===== config.mk =====
export PLATFORM = sky130hd
export DESIGN_NAME = vga_timing_flat
export DESIGN_NICKNAME = d
export VERILOG_FILES = /design/src/rtl/vga_timing_if.sv /design/src/rtl/vga_timing.sv /design/src/flat_wrapper.sv
export SDC_FILE = /design/constraint.sdc
export NUM_CORES = 1
export LEC_CHECK = 0
export BUFFER_PORTS_ARGS = -buffer_cell sky130_fd_sc_hd__buf_2
export CORE_ASPECT_RATIO = 0.7
export CORE_MARGIN = 8
export CORE_UTILIZATION = 50
export CTS_CLUSTER_SIZE = 12
export DETAILED_ROUTE_END_ITERATION = 12
export GPL_TIMING_DRIVEN = 1
export PLACE_DENSITY = 0.75
export SYNTH_ARGS = -nofsm -noshare
export SYNTH_HDL_FRONTEND = slang
export SYNTH_SLANG_ARGS = --single-unit

===== constraint.sdc =====
create_clock -name clk -period 1.8 [get_ports clk]
set_input_delay 0.36 -clock clk [delete_from_list [all_inputs] [get_ports clk]]
set_output_delay 0.36 -clock clk [all_outputs]
set_load 0.03 [all_outputs]

===== src/rtl/vga_timing_if.sv =====
// Video timing bus between the timing generator (out) and the draw stage (in).
interface vga_if #(
  parameter int CNT_W = 11
);
  logic [CNT_W-1:0] hcount;
  logic [CNT_W-1:0] vcount;
  logic             hblnk;
  logic             vblnk;
  logic             hsync;
  logic             vsync;

  modport out (output hcount, vcount, hblnk, vblnk, hsync, vsync);
  modport in  (input  hcount, vcount, hblnk, vblnk, hsync, vsync);
endinterface


===== src/rtl/vga_timing.sv =====
// Free-running VGA timing generator: counters, blanking, sync and frame_start strobe.
// Optional frame counter output enabled by defining VGA_TIMING_FRAME_CNT_EN.
module vga_timing #(
  parameter int   H_ACTIVE = 800,
  parameter int   H_FP     = 40,
  parameter int   H_SYNC   = 128,
  parameter int   H_BP     = 88,
  parameter int   V_ACTIVE = 600,
  parameter int   V_FP     = 1,
  parameter int   V_SYNC   = 4,
  parameter int   V_BP     = 23,
  parameter logic SYNC_POL = 1'b1,
  parameter int   CNT_W    = 11
) (
  input  logic        clk,
  input  logic        rst,
  vga_if.out          vga_out,
`ifdef VGA_TIMING_FRAME_CNT_EN
  output logic [15:0] frame_cnt,
`endif
  output logic        frame_start
);

  localparam int H_TOTAL = H_ACTIVE + H_FP + H_SYNC + H_BP;
  localparam int V_TOTAL = V_ACTIVE + V_FP + V_SYNC + V_BP;

  if (H_TOTAL > 2**CNT_W) begin : g_h_total_chk
    $error("vga_timing: H_TOTAL does not fit in CNT_W bits");
  end
  if (V_TOTAL > 2**CNT_W) begin : g_v_total_chk
    $error("vga_timing: V_TOTAL does not fit in CNT_W bits");
  end

  localparam logic [CNT_W-1:0] CNT_ONE = CNT_W'(1);
  localparam logic [CNT_W-1:0] H_LAST  = CNT_W'(H_TOTAL - 1);
  localparam logic [CNT_W-1:0] V_LAST  = CNT_W'(V_TOTAL - 1);

  // Window bounds carry one extra bit so an end bound equal to 2**CNT_W stays exact.
  localparam logic [CNT_W:0] H_BLNK_S = (CNT_W+1)'(H_ACTIVE);
  localparam logic [CNT_W:0] H_SYNC_S = (CNT_W+1)'(H_ACTIVE + H_FP);
  localparam logic [CNT_W:0] H_SYNC_E = (CNT_W+1)'(H_ACTIVE + H_FP + H_SYNC);
  localparam logic [CNT_W:0] V_BLNK_S = (CNT_W+1)'(V_ACTIVE);
  localparam logic [CNT_W:0] V_SYNC_S = (CNT_W+1)'(V_ACTIVE + V_FP);
  localparam logic [CNT_W:0] V_SYNC_E = (CNT_W+1)'(V_ACTIVE + V_FP + V_SYNC);

  logic [CNT_W-1:0] h_q, v_q, h_nxt, v_nxt;
  logic             hblnk_q, vblnk_q, hsync_q, vsync_q;
  logic             hblnk_d, vblnk_d, hsync_d, vsync_d;
  logic             h_wrap, v_wrap, frame_d;

  // Flags are decoded from the next counter values so they register alongside them.
  always_comb begin
    h_wrap  = (h_q == H_LAST);
    v_wrap  = h_wrap && (v_q == V_LAST);
    h_nxt   = h_wrap ? '0 : h_q + CNT_ONE;
    v_nxt   = v_q;
    if (h_wrap) begin
      v_nxt = (v_q == V_LAST) ? '0 : v_q + CNT_ONE;
    end
    hblnk_d = ({1'b0, h_nxt} >= H_BLNK_S);
    vblnk_d = ({1'b0, v_nxt} >= V_BLNK_S);
    hsync_d = (({1'b0, h_nxt} >= H_SYNC_S) && ({1'b0, h_nxt} < H_SYNC_E)) ? SYNC_POL : ~SYNC_POL;
    vsync_d = (({1'b0, v_nxt} >= V_SYNC_S) && ({1'b0, v_nxt} < V_SYNC_E)) ? SYNC_POL : ~SYNC_POL;
    frame_d = v_wrap;
  end

  always_ff @(posedge clk) begin
    if (rst) begin
      h_q         <= '0;
      v_q         <= '0;
      hblnk_q     <= 1'b0;
      vblnk_q     <= 1'b0;
      hsync_q     <= ~SYNC_POL;
      vsync_q     <= ~SYNC_POL;
      frame_start <= 1'b0;
    end else begin
      h_q         <= h_nxt;
      v_q         <= v_nxt;
      hblnk_q     <= hblnk_d;
      vblnk_q     <= vblnk_d;
      hsync_q     <= hsync_d;
      vsync_q     <= vsync_d;
      frame_start <= frame_d;
    end
  end

`ifdef VGA_TIMING_FRAME_CNT_EN
  always_ff @(posedge clk) begin
    if (rst) begin
      frame_cnt <= 16'h0000;
    end else if (frame_d) begin
      frame_cnt <= frame_cnt + 16'h0001;
    end
  end
`endif

  assign vga_out.hcount = h_q;
  assign vga_out.vcount = v_q;
  assign vga_out.hblnk  = hblnk_q;
  assign vga_out.vblnk  = vblnk_q;
  assign vga_out.hsync  = hsync_q;
  assign vga_out.vsync  = vsync_q;

endmodule


===== src/flat_wrapper.sv =====
// flat-port wrapper written by rule: the top's interface ports become plain ports
module vga_timing_flat 
#(
  parameter int   H_ACTIVE = 800,
  parameter int   H_FP     = 40,
  parameter int   H_SYNC   = 128,
  parameter int   H_BP     = 88,
  parameter int   V_ACTIVE = 600,
  parameter int   V_FP     = 1,
  parameter int   V_SYNC   = 4,
  parameter int   V_BP     = 23,
  parameter logic SYNC_POL = 1'b1,
  parameter int   CNT_W    = 11
)
  (clk, rst, frame_start, vga_out_hcount, vga_out_vcount, vga_out_hblnk, vga_out_vblnk, vga_out_hsync, vga_out_vsync);
  vga_if #(.CNT_W(CNT_W)) vga_out_i ();
  input  logic clk;
  input  logic rst;
  output logic frame_start;
  output wire logic [$bits(vga_out_i.hcount)-1:0] vga_out_hcount;
  output wire logic [$bits(vga_out_i.vcount)-1:0] vga_out_vcount;
  output wire logic [$bits(vga_out_i.hblnk)-1:0] vga_out_hblnk;
  output wire logic [$bits(vga_out_i.vblnk)-1:0] vga_out_vblnk;
  output wire logic [$bits(vga_out_i.hsync)-1:0] vga_out_hsync;
  output wire logic [$bits(vga_out_i.vsync)-1:0] vga_out_vsync;
  assign vga_out_hcount = vga_out_i.hcount;
  assign vga_out_vcount = vga_out_i.vcount;
  assign vga_out_hblnk = vga_out_i.hblnk;
  assign vga_out_vblnk = vga_out_i.vblnk;
  assign vga_out_hsync = vga_out_i.hsync;
  assign vga_out_vsync = vga_out_i.vsync;
  vga_timing #(.H_ACTIVE(H_ACTIVE), .H_FP(H_FP), .H_SYNC(H_SYNC), .H_BP(H_BP), .V_ACTIVE(V_ACTIVE), .V_FP(V_FP), .V_SYNC(V_SYNC), .V_BP(V_BP), .SYNC_POL(SYNC_POL), .CNT_W(CNT_W)) u_core (.clk(clk), .rst(rst), .vga_out(vga_out_i), .frame_start(frame_start));
endmodule

* Word level (Yosys, flattened, before mapping)
Index checks and enable logic that the tools add are counted.
** Storage, ports and cells
- Word-level logic and storage cells :: 25
- Input bits :: 2
- Output and inout port bits :: 27
- Flip-flop bits (word level) :: 27
** Operators by class
- Add/sub/neg operators :: 2
- Equal/unequal tests :: 2
- Reductions and logical operators :: 3
- Multiplexer cells :: 5
- $lt $le $gt $ge :: 6
** Operator list (number)
- 11-bit by 10-bit greater-or-equal comparator with 1-bit output (second input constant) :: 4
- 11-bit two-way mux :: 3
- 11-bit by 1-bit adder with 11-bit output (second input constant) :: 2
- 11-bit by 10-bit less-than comparator with 1-bit output (second input constant) :: 2
- 11-bit by 10-bit == test with 1-bit output (second input constant) :: 1
- 11-bit == test (second input constant) :: 1
- 1-bit logical AND :: 3
- 1-bit two-way mux :: 2

* Depth between registers and ports, before layout
Gate-level depths: netlist of the first run.
- Depth after elaboration :: 6
- Depth in mapped cells :: 9
- Depth with buffers taken out :: 7

* Worst setup path before layout of the first run
Ideal clock, no wire load.
- Path kind :: register to register
- Start point :: register u_core.h_q[0] (netlist: u_core.vga_out.hcount[0])
- End point :: register u_core.vblnk_q (netlist: u_core.vga_out.vblnk)
- Data required time :: 1.721 ns
- Setup slack :: -0.413 ns
- Library setup time :: 0.079 ns
- Cell stages (with the launch flop) :: 9
- Path buffers :: 1
- Arrival time :: 2.134 ns
- Cell sequence :: dfxtp_1 ha_1 and3_1 buf_2 and3_1 and3_1 o22ai_1 a221o_1 a211oi_2
** Between the ends
- Word-level cells in the longest chain between the ends :: 3
** Ends and longest elaborated chain
- from (decl) :: RTL line vga_timing.sv:46 : logic [CNT_W-1:0] h_q, v_q, h_nxt, v_nxt;
- from (signal assigned) :: RTL line vga_timing.sv:77 : h_q <= h_nxt;
- 11-bit == test :: RTL line vga_timing.sv:53 : h_wrap = (h_q == H_LAST);
- 11-bit two-way mux :: RTL line vga_timing.sv:57 : if (h_wrap) begin
- 11-bit by 10-bit greater-or-equal comparator with 1-bit output :: RTL line vga_timing.sv:61 : vblnk_d = ({1'b0, v_nxt} >= V_BLNK_S);
- to (signal assigned) :: RTL line vga_timing.sv:80 : vblnk_q <= vblnk_d;
- to (decl) :: RTL line vga_timing.sv:47 : logic hblnk_q, vblnk_q, hsync_q, vsync_q;
Every way passes these cells.
A chain may end at the register's enable or synchronous reset.

* Worst setup path in the final report of the first run
- Start point :: register u_core.h_q[6] (netlist: u_core.vga_out.hcount[6])
- End point :: register u_core.vblnk_q (netlist: u_core.vga_out.vblnk)
The elaborated chain is that of the path after synthesis.

==> summary.md, run 1 <==
| Metric | Value |
|---|---|
| Clock-pin slew on the worst setup and hold paths | `90 ps` |
| Area contributors post-synth | `dfxtp_1, nor2_1, xnor2_1` |
| Wire length on met1 | `2180 um` |
| Worst hold path type | `input pin to flip-flop` |
| RSZ-0062 raised after global routing | `true` |
| Reg2reg setup slack | `-40 ps` |
| CP Depth | `7` |
| Worst skew pair latency | `270 ps` |
| Routed Antenna Nets | `0` |
| # DRC | `0` |
| Slowest-stage cell, CP | `dfxtp_2` |
| CP Capture Type | `flip-flop` |
| R2R Path End | `u_core.vga_out.vblnk` |
| First-pass DRT Iterations | `4` |
| Hold depth | `2` |
| F_max | `544 MHz` |
| Gr ovfl total | `0` |
| Number of port buffers | `28` |
| Setup WS post-layout | `-38.6 ps` |
| Die height | `63.7 um` |
| Synthesis Warnings | `0` |
| Failing checks | `negative setup slack` |
| Gpl congestion | `0.930` |
| Layout cells sized above 1 | `0.413` |
| Highest Signal Layer | `met4` |
| Met2 wire length | `1980 um` |
| Hold buffers post-CTS | `0` |
| Final hold vios | `0` |
| Max Slew Vio Count | `0` |
| H-tree depth | `1` |
| Initial core utilization | `0.520` |
| Synth async-reset ratio | `0` |
| Metal3 WL | `361 um` |
| Die width | `84.2 um` |
| CTS Buf Count | `3` |
| Measured slew at the worst slew-check pin | `362 ps` |
| Total die area | `5360 sq um` |
| EDFF count, synth | `0` |
| Power Density | `446 nW/um^2` |
| Largest net degree at the start of global routing | `17` |
| Final Net Count | `277` |
| XOR/XNOR share of the synthesized area | `0.0754` |
| Final Setup Violations | `2` |
| Lkg Pwr | `0.967 nW` |
| Hold path endpoint | `u_core.vga_out.vblnk` |
| Clock sinks | `27` |
| Overall Power | `1.01 mW` |
| Gate Count Post-Synth | `204` |
| CTS tree | `yes` |
| Mean Syn Cell Area | `7.97 sq um` |
| DP Cell Count | `304` |
| Synth top area share | `0.332` |
| Core area | `3130 sq um` |
| DP Wirelength | `3500 um` |
| Antenna diodes | `0` |
| Via count | `1,735` |
| Routed len/inst | `14.8 um` |
| CP delay by family, top | `simple AND/OR/NAND/NOR gates` |
| Setup crit start kind | `flip-flop` |
| Clock Tree Root | `clkbuf_8` |
| Worst-path cell chain | `nor4b_4 -> buf_4 -> nand3_4 -> nor4_2 -> o22ai_1 -> a221o_1 -> a211oi_2` |
| Leading area contributor after synthesis | `dfxtp_1` |
| WL final | `4560 um` |
| Vias per std cell | `5.61` |
| Global-route wire length before repair | `7470 um` |
| Crit Path Category | `flip-flop to flip-flop` |
| Synth Net Count | `209` |
| Final worst path period need | `1840 ps` |
| Data required, critical path | `2010 ps` |
| Crit Path Max Fanout | `7` |
| Hold path startpoint | `rst` |
| Clock Tree Buf Depth | `2` |
| WP buf/inv | `1` |
| Post-Synth Adder-Cell Area | `0.0231` |
| Vias in the first global route | `1,628` |
| Fraction of the mapped netlist area in simple logic gates | `0.332` |
| Crit-path max cell delay | `340 ps` |
| Outcome | `finished with violations` |
| Main combinational cell family by area after synthesis | `simple AND/OR/NAND/NOR gates` |
| Mapped Area | `1630 sq um` |
| Synth cell types | `49` |
| Final period util | `1.02` |
| Non-Filler Instances | `309` |
| DRT iter0 DRCs | `116` |
| Worst EP arrival | `2040 ps` |
| Slew margin rel. | `0.756` |
| Reg-to-reg startpoint | `u_core.vga_out.hcount[6]` |
| Synth Area in Compound Gates | `0.178` |
| Io pins | `29` |
| GRT Util Overall | `0.163` |
| Clock skew | `4.91 ps` |
| Peak VDD IR | `0.297 mV` |
| Mux cell area share after synthesis | `0` |
| Main synth FF type | `dfxtp_1` |
| Max-cap violations | `0` |
| Site Rows | `17` |
| Sequential fraction of the synthesis area | `0.332` |
| Area Overhead vs Synth | `39.0%` |
| Antenna violations before repair | `0` |
| FF+latch count, synth | `27` |
| Reg2Reg Depth | `7` |
==> worst max-delay path by stage <==
stage	from	end	slack [ps]
2_1_floorplan	u_core.vga_out.hcount[5]	u_core.vga_out.vblnk	-120
3_3_place_gp	u_core.vga_out.hcount[5]	u_core.vga_out.vsync	-60
3_5_place_dp	u_core.vga_out.hcount[0]	u_core.vga_out.vsync	-120
4_1_cts	u_core.vga_out.hcount[6]	u_core.vga_out.vblnk	-30
5_1_grt	u_core.vga_out.hcount[6]	u_core.vga_out.vblnk	-150
6_report	u_core.vga_out.hcount[6]	u_core.vga_out.vblnk	-40
==> placed cells by master, fill, tap and decap left out, types with 2 or more instances in the layout <==
cell,Yosys,layout
a31oi_1,2,2
buf_4,2,51
nand2b_1,2,2
buf_2,7,28
and3_4,0,3
inv_1,2,2
o211ai_1,2,2
o31a_1,3,3
dfxtp_1,27,17
nand4_1,3,3
a211oi_1,2,2
dfxtp_2,0,5
o22ai_1,2,2
and3_1,10,7
o21ai_0,6,6
nor2b_1,3,3
nand3_1,9,9
xnor2_1,10,10
nor3_1,7,7
xor2_1,4,4
a21oi_1,12,11
a211oi_2,2,2
clkbuf_8,0,3
nor4_1,5,3
nor2_1,26,26
a211o_1,2,2
dfxtp_4,0,5
nor4_2,1,3
nand2_1,17,16
nor3b_1,3,3
==> synthesized netlist by cell type (3+ instances only) <==
master / n
dfxtp_1: 27
nor2_1: 26
nand2_1: 17
a21oi_1: 12
and3_1: 10
xnor2_1: 10
nand3_1: 9
buf_2: 7
clkbuf_1: 7
nor3_1: 7
o21ai_0: 6
nor4_1: 5
xor2_1: 4
ha_1: 3
nand4_1: 3
nor2b_1: 3
nor3b_1: 3
o31a_1: 3
==> final cells by class <==
| type | count | area [sq um] |
|---|---|---|
| tap | 38 | 47.5 |
| sequential | 27 | 566 |
| clock buffer | 3 | 41.3 |
| multi-input combinational | 158 | 1060 |
| fill | 246 | 866 |
| clock inverter | 1 | 5.00 |
| inverter | 2 | 7.51 |
| timing repair buffer | 80 | 534 |
==> timing repair <==
action	in CTS	in global routing
setup buffers	1	0
endpoints found under the hold margin	0	0
resized for setup	4	6
pin swaps	4	0
endpoints found under the setup margin	3	5
==> metrics by stage <==
step	hold WS, ps	utilization	instance area (sq um)	setup TNS, ps	worst slack, ps
2_1_floorplan	518	-	1700	-230	-125
3_3_place_gp	512	0.694	2170	-77.1	-62.8
4_1_cts	394	0.715	2230	-53.0	-27.2
5_1_grt	402	0.723	2260	-333	-154
3_5_place_dp	527	0.694	2170	-212	-124
6_report	394	0.723	2260	-66.0	-38.6
==> cell families (layout without fill, tap and decap cells) <==
logic type	after synthesis	count (layout)
buffers and inverters	19	86
adder cells (fa/ha/maj)	3	3
AND/OR/NAND/NOR	98	98
AO/OA/AOI/OAI	43	43
flip-flops	27	27
XOR/XNOR	14	14
==> power breakdown <==
group	internal [mW]	switching, mW	total [mW]
clock network	0.155	0.193	0.348
registers	0.598	0.00542	0.604
logic	0.0208	0.0358	0.0566
==> flip-flops by register name, indices dropped and copies added (netlist names) <==
| name | cells |
|---|---|
| u_core.vga_out.vsync | 1 |
| u_core.vga_out.vcount | 11 |
| u_core.vga_out.hsync | 1 |
| u_core.vga_out.vblnk | 1 |
| u_core.vga_out.hblnk | 1 |
| u_core.frame_start | 1 |
| u_core.vga_out.hcount | 11 |
==> layer usage <==
metal  vias up  track usage
met2        64        0.250
met4         0       0.0258
met5         -            0
met3         4       0.0629
li1        867            -
met1       800        0.215
No activity file was read; power rests on OpenSTA's default activity.
==> inputs of run 2 (changes only) <==
- CORE_UTILIZATION: 50 -> 55
- PLACE_DENSITY: 0.75 -> 0.79
- clock period: 1.8 -> 1.85 ns (I/O delays scaled with it)
==> summary.md, run 2 (synthesized netlist as in run 1, its figures left out) <==
| Metric | Value |
|---|---|
| Fin util | `0.805` |
| CTS Buf Count | `3` |
| Number of port buffers | `28` |
| Setup crit start kind | `flip-flop` |
| WL final | `4990 um` |
| Failing checks | `negative setup slack` |
| Largest net degree at the start of global routing | `27` |
| Clock power frac | `0.349` |
| Fin area | `2260 sq um` |
| Clock-pin slew on the worst setup and hold paths | `100 ps` |
| # DRC | `0` |
| Register area | `566 sq um` |
| Total die area | `4980 sq um` |
| Fill count | `195` |
| Area Overhead vs Synth | `38.7%` |
| DP Wirelength | `3630 um` |
| Slew margin rel. | `0.682` |
| Max-cap violations | `0` |
| Site Rows | `16` |
| CP delay by family, top | `simple AND/OR/NAND/NOR gates` |
| CTS tree | `yes` |
| Die height | `61.5 um` |
| H-tree depth | `1` |
| Via count | `1,821` |
| Vias in the first global route | `1,588` |
| Peak VDD IR | `0.333 mV` |
| Clock Tree Root | `clkbuf_8` |
| Crit Path Category | `flip-flop to flip-flop` |
| Slowest-stage cell, CP | `dfxtp_2` |
| Antenna diodes | `0` |
| Io pins | `29` |
| Global-route wire length before repair | `7560 um` |
| Final worst path period need | `1860 ps` |
| Max Slew Vio Count | `0` |
| Final hold vios | `0` |
| Non-Filler Instances | `302` |
| Outcome | `finished with violations` |
| RSZ-0062 raised after global routing | `true` |
| Clock Tree Buf Depth | `2` |
| DRT iter0 DRCs | `198` |
| Final period util | `1.00` |
| Most common cell after layout, fill and taps aside | `buf_4` |
| Initial core utilization | `0.580` |
| Vias per std cell | `6.03` |
| Worst hold path type | `input pin to flip-flop` |
| Area post-placement | `2090 sq um` |
| Crit-path max cell delay | `350 ps` |
| Internal cell power | `0.752 mW` |
| First-pass DRT Iterations | `5` |
| Power Density | `435 nW/um^2` |
| Psw | `0.230 mW` |
| CP Capture Type | `flip-flop` |
| Most frequent CP cell | `and3_4` |
| Antenna violations before repair | `0` |
| GRT Util Overall | `0.190` |
| Gpl congestion | `0.986` |
| Lkg Pwr | `0.958 nW` |
| Data required, critical path | `2050 ps` |
| Reg2reg setup slack | `-6 ps` |
| Core area | `2800 sq um` |
| Measured slew at the worst slew-check pin | `477 ps` |
| Worst EP arrival | `2060 ps` |
| Die width | `81 um` |
| DP Cell Count | `293` |
| Layout cells sized above 1 | `0.421` |
| Gr ovfl total | `0` |
| Clock sinks | `27` |
| Worst-path cell chain | `nor4b_4 -> buf_4 -> and3_4 -> and3_4 -> o22ai_2 -> a221o_1 -> a211oi_2` |
| Final Net Count | `272` |
| WP buf/inv | `1` |
| Worst skew pair latency | `270 ps` |
| Leading cell types in the layout, fill and taps excluded | `buf_4, buf_2, nor2_1` |
| Hold buffers post-CTS | `0` |
| F_max | `539 MHz` |
| Routed len/inst | `16.5 um` |
| Routed Antenna Nets | `0` |
| Final Setup Violations | `2` |
| Setup WS post-layout | `-6.23 ps` |
| Crit Path Max Fanout | `7` |
| Clock skew | `4.17 ps` |
| Switching part of the total power | `0.234` |
| Multi-input gate area | `1090 sq um` |
| Sequential power share | `0.598` |
| Logic pwr share | `0.053` |
==> run 2: cell count changes in the layout (fill, tap and decap cells not counted), sizes merged <==
cell / before / now
buf: 80 / 75
==> run 2: layer usage <==
metal  vias to the layer above  track usage  wire [um]
met3                         7       0.0452        442
li1                        852            -          -
met4                         0       0.0177         25
met2                        95        0.303       2380
met5                         -            0          0
met1                       867        0.263       2140
==> run 2: layout make-up <==
class / count / area share
clock buffer: 3 / 0.0183
clock inverter: 1 / 0.00222
inverter: 2 / 0.00333
multi-input combinational: 158 / 0.485
sequential: 27 / 0.251
tap: 36 / 0.0200
timing repair buffer: 75 / 0.220
==> run 2: metrics by stage <==
stage	setup WS (ps)	setup TNS, ps	power, mW	hold WS (ps)
after floorplan	-74.8	-130	0.630	513
after global placement	-24.4	-24.4	0.649	532
after detailed placement	-35.4	-42.1	0.650	547
after CTS	0.666	0	0.984	534
after global routing	-104	-207	1.02	544
final	-6.23	-9.85	0.982	525
==> run 2: repair_timing <==
item	CTS	global route
pin swaps	2	11
setup endpoints to repair	2	7
buffers inserted	2	3
gates resized for setup	2	15
==> run 2: final timing paths <==
kind / from / to / cells past startpoint
hold reg to reg: u_core.vga_out.hcount[10] / u_core.vga_out.hsync / 2
setup / recovery: u_core.vga_out.hcount[6] / u_core.vga_out.vblnk / 7
setup reg to reg: u_core.vga_out.hcount[6] / u_core.vga_out.vblnk / 7
hold / removal: rst / u_core.vga_out.vcount[0] / 2
==> run 2: power groups by stage <==
stage	combinational, mW	sequential, mW	clock [mW]
2_1_floorplan	0.0158	0.615	0
3_3_place_gp	0.0499	0.599	0
3_5_place_dp	0.0514	0.599	0
4_1_cts	0.0515	0.585	0.347
5_1_grt	0.0571	0.588	0.372
6_report	0.0520	0.588	0.342
==> inputs of run 3 (changes only) <==
- TNS_END_PERCENT: default -> 5
==> summary.md, run 3 (synthesized netlist as in run 1, its figures left out) <==
| Metric | Value |
|---|---|
| DP Wirelength | `3640 um` |
| Clock Tree Buf Depth | `2` |
| Reg-to-reg startpoint | `u_core.vga_out.hcount[8]` |
| F_max | `513 MHz` |
| Final Net Count | `270` |
| Max Slew Vio Count | `0` |
| GRT Util Overall | `0.192` |
| Reg2reg setup slack | `-100 ps` |
| Die width | `81 um` |
| Vias in the first global route | `1,609` |
| Outcome | `finished with violations` |
| Max-cap violations | `0` |
| Number of port buffers | `28` |
| Final worst path period need | `1950 ps` |
| Vias per std cell | `6.21` |
| Setup crit start kind | `flip-flop` |
| Core area | `2800 sq um` |
| Global-route wire length before repair | `7490 um` |
| Site Rows | `16` |
| Leading cell types in the layout, fill and taps excluded | `buf_4, buf_2, nor2_1` |
| DRT iter0 DRCs | `232` |
| First-pass DRT Iterations | `5` |
| Final hold vios | `0` |
| Initial core utilization | `0.580` |
| CP Capture Type | `flip-flop` |
| Critical path endpoint | `u_core.vga_out.vblnk` |
| RSZ-0062 raised after global routing | `true` |
| Power Density | `439 nW/um^2` |
| CTS tree | `yes` |
| Hold buffers post-CTS | `0` |
| Lkg Pwr | `0.927 nW` |
| Antenna diodes | `0` |
| Worst hold path type | `input pin to flip-flop` |
| Final period util | `1.05` |
| Data required, critical path | `2050 ps` |
| Slew margin rel. | `0.722` |
| Setup WS post-layout | `-101 ps` |
| Measured slew at the worst slew-check pin | `413 ps` |
| # DRC | `0` |
| Clock Tree Root | `clkbuf_8` |
| Via count | `1,864` |
| Setup TNS | `-201 ps` |
| Routed Antenna Nets | `0` |
| CTS Buf Count | `3` |
| Worst EP arrival | `2150 ps` |
| Clock sinks | `27` |
| Final Setup Violations | `2` |
| Io pins | `29` |
| Clock-pin slew on the worst setup and hold paths | `90 ps` |
| Crit Path Max Fanout | `8` |
| Hold slack | `401 ps` |
| Peak VDD IR | `0.424 mV` |
| Die height | `61.5 um` |
| Largest net degree at the start of global routing | `20` |
| Area Overhead vs Synth | `38.1%` |
| R2R Path End | `u_core.vga_out.vblnk` |
| Reg2Reg Depth | `6` |
| Clock skew | `1.59 ps` |
| Fin area | `2250 sq um` |
| Antenna violations before repair | `0` |
| Routed len/inst | `17.5 um` |
| Worst skew pair latency | `270 ps` |
| Gr ovfl total | `0` |
| Fin util | `0.801` |
| Layout cells sized above 1 | `0.413` |
| Total die area | `4980 sq um` |
| H-tree depth | `1` |
| Crit Path Category | `flip-flop to flip-flop` |
| Most common cell after layout, fill and taps aside | `buf_4` |
| Crit path from | `u_core.vga_out.hcount[8]` |
| WL final | `5250 um` |
| Gpl congestion | `1.03` |
| Failing checks | `negative setup slack` |
| Area post-placement | `2070 sq um` |
run 3: area by class of cell:
class,instances,area (sq um)
clock buffers,4,45.0
flip-flops and latches,27,567
repair buffers,73,482
inverters,2,7.51
well taps,36,45.0
multi-input cells,158,1100
fillers,191,557
run 3: repair_timing:
| item | 4_1_cts | 5_1_grt |
|---|---|---|
| endpoints found under the setup margin | 3 | 3 |
| pin swaps | 5 | 8 |
| setup buffers | 1 | 4 |
| gates resized for setup | 9 | 11 |
run 3: worst min path at each step:
stage / start / to / depth (start not counted)
finish: rst / u_core.vga_out.vblnk / 2
global route: rst / u_core.vga_out.vblnk / 2
CTS: rst / u_core.vga_out.vblnk / 2
detailed placement: u_core.vga_out.hcount[10] / u_core.vga_out.hsync / 2
global placement: u_core.vga_out.vcount[4] / u_core.vga_out.vcount[4] / 2
floorplan: u_core.vga_out.hcount[0] / u_core.vga_out.hcount[0] / 1
run 3: per-stage QoR:
step | power (mW) | setup slack [ps] | instances
6_report | 0.985 | -101 | 300
5_1_grt | 1.02 | -167 | 300
4_1_cts | 0.987 | -20.1 | 296
3_5_place_dp | 0.653 | -64.8 | 291
3_3_place_gp | 0.650 | 30.4 | 291
2_1_floorplan | 0.630 | -74.8 | 204
run 3: power breakdown:
part,switching (mW),internal (mW)
Sequential,0.00533,0.582
Combinational,0.0376,0.0204
Clock,0.185,0.154
Total,0.228,0.757
run 3: worst max-delay path, cell delays in order (launching register included):
cell and delay [ps]:
dfxtp_1 340, nor3b_4 400, and3_4 330, and3_4 200, o22ai_1 60, a221o_1 350
a211oi_2 190
run 3: layer usage:
layer	vias to the layer above	global-route usage	part of all wire
li1	849	-	-
met1	861	0.248	0.42
met2	132	0.308	0.45
met3	22	0.0510	0.11
met4	0	0.0532	0.021
met5	-	0	0
